[src/rtl/mapper_pkg.sv]
// Shared constants and helpers for the serial-load mapper register file.
// Defaults reproduce the MMC1 load register and its four targets.
package mapper_pkg;

  localparam int MMC1_DATA_W = 5;
  localparam int MMC1_NUM_REGS = 4;
  localparam logic [4:0] MMC1_CTRL_RESET = 5'h0C;

  typedef enum logic [1:0] {
    WR_NONE,
    WR_SHIFT,
    WR_LAST,
    WR_RESET
  } wr_kind_e;

  function automatic int clog2(input int v);
    int r;
    r = 0;
    for (int i = 0; i < 31; i++) begin
      if ((1 << i) < v) r = i + 1;
    end
    return r;
  endfunction

endpackage

[src/rtl/mapper_serial_shifter.sv]
// Serial bit collector: consecutive-write filter, LSB-first shift
// register and bit counter; flags a completed word or a reset-bit write.
module mapper_serial_shifter
  import mapper_pkg::*;
#(
  parameter int DATA_W = MMC1_DATA_W,
  parameter bit CONSEC_FILTER = 1'b1,
  parameter int CNT_W = clog2(DATA_W)
) (
  input  logic              ck,
  input  logic              res,
  input  logic              wr_en,
  input  logic              wr_d7,
  input  logic              wr_d0,
  output logic              word_valid,
  output logic [DATA_W-1:0] word,
  output logic              ctrl_or,
  output logic [CNT_W-1:0]  shift_cnt
);

  logic [DATA_W-2:0] sr_q, sr_d;
  logic [CNT_W-1:0]  cnt_q, cnt_d;
  logic              prev_q;
  logic              accept;
  logic              full;
  wr_kind_e          kind;

  always_comb begin
    accept = wr_en & ~(CONSEC_FILTER & prev_q);
    full = (cnt_q == CNT_W'(DATA_W - 1));
    kind = WR_NONE;
    unique case (1'b1)
      ~accept:                  kind = WR_NONE;
      accept & wr_d7:           kind = WR_RESET;
      accept & ~wr_d7 & full:   kind = WR_LAST;
      accept & ~wr_d7 & ~full:  kind = WR_SHIFT;
    endcase
  end

  always_comb begin
    sr_d = sr_q;
    cnt_d = cnt_q;
    unique case (kind)
      WR_SHIFT: begin
        // new bit enters at the top so bit 0 ends up in the LSB
        sr_d = sr_q >> 1;
        sr_d[DATA_W-2] = wr_d0;
        cnt_d = cnt_q + CNT_W'(1);
      end
      WR_LAST, WR_RESET: begin
        sr_d = '0;
        cnt_d = '0;
      end
      default: ;
    endcase
  end

  always_ff @(posedge ck) begin
    if (res) begin
      sr_q <= '0;
      cnt_q <= '0;
      prev_q <= 1'b0;
    end else begin
      sr_q <= sr_d;
      cnt_q <= cnt_d;
      prev_q <= wr_en;
    end
  end

  assign word = {wr_d0, sr_q};
  assign word_valid = (kind == WR_LAST);
  assign ctrl_or = (kind == WR_RESET);
  assign shift_cnt = cnt_q;

endmodule

[src/rtl/mapper_serial_regfile.sv]
// Serial-load register file: assembled words commit into the register
// addressed by the final write; reset-bit writes OR a mask into reg 0.
module mapper_serial_regfile
  import mapper_pkg::*;
#(
  parameter int DATA_W = MMC1_DATA_W,
  parameter int NUM_REGS = MMC1_NUM_REGS,
  parameter int ADDR_W = clog2(NUM_REGS),
  parameter logic [DATA_W-1:0] CTRL_RESET = DATA_W'(MMC1_CTRL_RESET),
  parameter logic [DATA_W-1:0] CTRL_OR_MASK = DATA_W'(MMC1_CTRL_RESET),
  parameter bit CONSEC_FILTER = 1'b1
) (
  input  logic                       ck,
  input  logic                       res,
  input  logic                       wr_en,
  input  logic [ADDR_W-1:0]          wr_addr,
  input  logic                       wr_d7,
  input  logic                       wr_d0,
  output logic [NUM_REGS*DATA_W-1:0] regs,
  output logic                       commit,
  output logic [ADDR_W-1:0]          commit_idx,
  output logic [clog2(DATA_W)-1:0]   shift_cnt
);

  logic [DATA_W-1:0] regs_q [NUM_REGS];
  logic [DATA_W-1:0] regs_d [NUM_REGS];
  logic              commit_q, commit_d;
  logic [ADDR_W-1:0] idx_q, idx_d;
  logic              word_valid;
  logic [DATA_W-1:0] word;
  logic              ctrl_or;
  logic              hit;

  mapper_serial_shifter #(
    .DATA_W        (DATA_W),
    .CONSEC_FILTER (CONSEC_FILTER)
  ) u_shifter (
    .ck         (ck),
    .res        (res),
    .wr_en      (wr_en),
    .wr_d7      (wr_d7),
    .wr_d0      (wr_d0),
    .word_valid (word_valid),
    .word       (word),
    .ctrl_or    (ctrl_or),
    .shift_cnt  (shift_cnt)
  );

  // out-of-range addresses match no register, so the word is dropped
  always_comb begin
    regs_d = regs_q;
    hit = 1'b0;
    if (ctrl_or) regs_d[0] = regs_q[0] | CTRL_OR_MASK;
    for (int i = 0; i < NUM_REGS; i++) begin
      if (word_valid && (wr_addr == ADDR_W'(i))) begin
        regs_d[i] = word;
        hit = 1'b1;
      end
    end
    commit_d = hit;
    idx_d = hit ? wr_addr : idx_q;
  end

  always_ff @(posedge ck) begin
    if (res) begin
      for (int i = 0; i < NUM_REGS; i++) begin
        regs_q[i] <= (i == 0) ? CTRL_RESET : '0;
      end
      commit_q <= 1'b0;
      idx_q <= '0;
    end else begin
      regs_q <= regs_d;
      commit_q <= commit_d;
      idx_q <= idx_d;
    end
  end

  always_comb begin
    regs = '0;
    for (int i = 0; i < NUM_REGS; i++) begin
      regs[i*DATA_W +: DATA_W] = regs_q[i];
    end
  end

  assign commit = commit_q;
  assign commit_idx = idx_q;

endmodule

[config.mk]
export PLATFORM = sky130hd
export DESIGN_NAME = mapper_serial_regfile
export DESIGN_NICKNAME = d
export VERILOG_FILES = /design/src/rtl/mapper_pkg.sv /design/src/rtl/mapper_serial_shifter.sv /design/src/rtl/mapper_serial_regfile.sv
export SDC_FILE = /design/constraint.sdc
export NUM_CORES = 1
export LEC_CHECK = 0
export BUFFER_PORTS_ARGS = -buffer_cell sky130_fd_sc_hd__buf_2
export CAP_MARGIN = 10
export CORE_MARGIN = 10
export CORE_UTILIZATION = 51
export CTS_CLUSTER_SIZE = 14
export DETAILED_ROUTE_END_ITERATION = 16
export GPL_ROUTABILITY_DRIVEN = 0
export PLACE_DENSITY_LB_ADDON = 0.25
export SLEW_MARGIN = 10
export SYNTH_ARGS = -nofsm -noshare
export SYNTH_HDL_FRONTEND = slang
export SYNTH_HIERARCHICAL = 1
export SYNTH_SLANG_ARGS = --single-unit
[constraint.sdc]
create_clock -name ck -period 2.1 [get_ports ck]
set_input_delay 0.21 -clock ck [delete_from_list [all_inputs] [get_ports ck]]
set_output_delay 0.21 -clock ck [all_outputs]
set_load 0.01 [all_outputs]
==> results.md <==
- Reg clk slew, reported paths: 0.09 ns
- Fill cells: 235
- Hold Crit Class: in -> reg
- Most frequent cells in the layout: buf_2, dfxtp_1, nand2b_1
- Mux contribution to synthesized area: 0.170
- Number of detailed-route iterations in the first pass: 4
- GRT Overall Usage: 0.119
- Routed WL: 2730 um
- Setup TNS Final: 0 ns
- CP endpoint kind: flop
- Largest net degree at the start of global routing: 39
- Core Box Area: 2450 um2
- Initial core utilization: 0.528
- Max Cap Viol: 0
- Storage element area: 621 um2
- Diodes inserted: 0
- Crit Path Category: reg -> reg
- VDD IR max: 0.575 mV
- Yosys cell types: 24
- Xor/xnor cell area share of the yosys netlist: 0
- Met1 usage: 0.134
- WP data arrival: 1.96 ns
- Post-synth top area share: 0.479
- Post-DP HPWL: 2070 um
- Hold Vio Cnt, Final: 0
- Clock buffer depth: 2
- CTS tree: built
- Vias in the first global route: 1002
- R2R depth: 7
- Slowest cell delay on critical path: 0.41 ns
- Setup crit end: regs[1]
- Via count of the routed design: 966
- Share of cells above drive strength 1: 0.270
- Clk Latency, worst-skew pair: 0.33 ns
- Die Y: 70.4 um
- Crit-path cells: inv_1 -> ha_1 -> nand2_1 -> nor3_1 -> buf_4 -> or3b_4 -> mux2i_1
- Avg Inst Size Synth: 10.4 um2
- Placed insts: 181
- Flip-flop and latch count after synthesis: 31
- Fin cells: 189
- Cell area after synthesis: 1290 um2
- Reg-to-Reg End: regs[1]
- Max Slew Vio Count: 0
- H-Tree Depth: 2
- DRT iter0 DRCs: 35
- Post-CTS setup buffers: 0
- Synth Area in Adders: 0.0193
- Multi-input logic area: 624 um2
- Post-synthesis sequential area ratio: 0.479
- Yosys top cell by area: dfxtp_1
- Syn Nets: 134
- YS warnings: 6
- CP max-delay cell: or3b_4
- Commonest non-fill, non-tap cell in the layout: buf_2
- Synth Instances: 125
- DRC: 0
- Top post-synthesis cells by area: dfxtp_1, mux2i_1, nand2b_1, a32oi_1, nor2_1
- CTS hold repair buffers: 0
- Grt met3 use: 0.0452
- First-pass GRT wire length: 4790 um
- Final setup vio count: 0
- CP Data Required Time: 2.32 ns
- Worst R2R Setup Slack: 0.35 ns
- Largest family of logic cells by synthesized area: simple AND/OR/NAND/NOR gates
- Sink Count: 31
- Root Buffer: clkbuf_4
- Fmax: 572 MHz
- CTS Buf Count: 5
- Slew Limit Headroom: 0.659
- Synth Area in Compound Gates: 0.0512
- Worst slew pin tran: 0.512 ns
- Area growth from synthesis to layout: 18.2%
- Simple-Gate Fraction of Synth Area: 0.242
- PD cells: 676 nW/um2
- Min Tclk post-route: 1.75 ns
- P_leak: 0.717 nW
- Antenna viol nets, final: 0
- Final setup skew: 0.00382 ns
- CP Depth: 7
- Crit path buf inv count: 2
- Reg-to-reg startpoint: u_shifter/shift_cnt[0]
- Rows: 18
- Die W: 70.4 um
- Num ports: 33
- Initial antenna violation count: 0
- Setup crit start kind: flop
- Routed vias/inst: 5.11
- GR Overflow Total: 0
- CP delay by family, top: simple AND/OR/NAND/NOR gates
- Total die area: 4950 um2
- Outcome: complete, no violations
- Routed len/inst: 14.4 um
- Port Buf Inserts: 32
- Final Cycle Share: 0.832
- CP Launch Point: u_shifter/shift_cnt[0]
- Post-cts gate resize count: 0
- Unrepaired setup endpoints after global routing: no
- Net count, final: 167
- GR peak layer: met2
- Worst-path fanout max: 10
- Met2 track demand over resource: 0.188
-- cells by family after synthesis --
| logic type | Yosys count |
|---|---|
| flip-flops | 31 |
| adder cells (fa/ha/maj) | 2 |
| buffers and inverters | 10 |
| multiplexers | 22 |
| AND/OR/NAND/NOR | 51 |
| AO/OA/AOI/OAI | 9 |
-- power by group --
| part | leakage [nW] | switching, W | internal, W |
|---|---|---|---|
| sequential | 0.250 | 0.00000349 | 0.000591 |
| clock | 0.0386 | 0.000194 | 0.000197 |
| combinational | 0.428 | 0.0000290 | 0.0000205 |
-- synth_stat cells (all sizes together) --
master	count
nor2b	2
nor2	11
a21oi	2
inv	3
a32oi	5
buf	3
dfxtp	31
and3	1
clkbuf	4
nand3	1
nand2	1
nand2b	24
or3b	1
nor3	4
nor3b	2
and3b	1
o21ai	1
ha	2
nand3b	3
mux2i	22
a22oi	1
-- registers in the layout (all words and copies together), names as in the netlist --
| name | flops |
|---|---|
| commit | 1 |
| commit_idx | 2 |
| regs | 20 |
| u_shifter/prev_q | 1 |
| u_shifter/shift_cnt | 3 |
| u_shifter/sr_q | 4 |
-- worst min-delay path by stage --
stage	slack (ns)	endpoint	depth (start not counted)	start
floorplan	0.34	u_shifter/prev_q	1	wr_en
global placement	0.45	u_shifter/prev_q	2	wr_en
detailed placement	0.46	regs[18]	2	regs[18]
CTS	0.13	u_shifter/prev_q	2	wr_en
global route	0.13	u_shifter/prev_q	2	wr_en
finish	0.14	u_shifter/prev_q	2	wr_en
-- worst register-to-register path: stages (launching register included) --
cell and delay, ns:
dfxtp_1 0.35, inv_1 0.07, ha_1 0.18, nand2_1 0.15, nor3_1 0.16, buf_4 0.19
or3b_4 0.41, mux2i_1 0.13
-- area by class of cell --
class                           instances  share of cell area
Sequential cell                        31               0.406
Tap cell                               30              0.0245
Multi-Input combinational cell         84               0.408
Clock buffer                            8              0.0450
Timing Repair Buffer                   33               0.110
Inverter                                3             0.00736
-- per-stage QoR --
stage / power (W) / util / instance area [um2] / hold WS, ns / setup WS, ns
global route: 0.00108 / 0.623 / 1530 / 0.131 / 0.210
finish: 0.00103 / 0.623 / 1530 / 0.138 / 0.353
detailed placement: 0.000658 / 0.595 / 1460 / 0.463 / 0.351
global placement: 0.000656 / 0.595 / 1460 / 0.449 / 0.436
CTS: 0.00105 / 0.623 / 1530 / 0.128 / 0.342
floorplan: 0.000641 / - / 1290 / 0.338 / 0.437
-- routing by layer --
metal,share of wire,vias up
met5,0,-
met4,0.022,0
met3,0.058,8
met2,0.46,26
met1,0.46,440
li1,-,492
No activity file was read; power rests on OpenSTA's default activity.
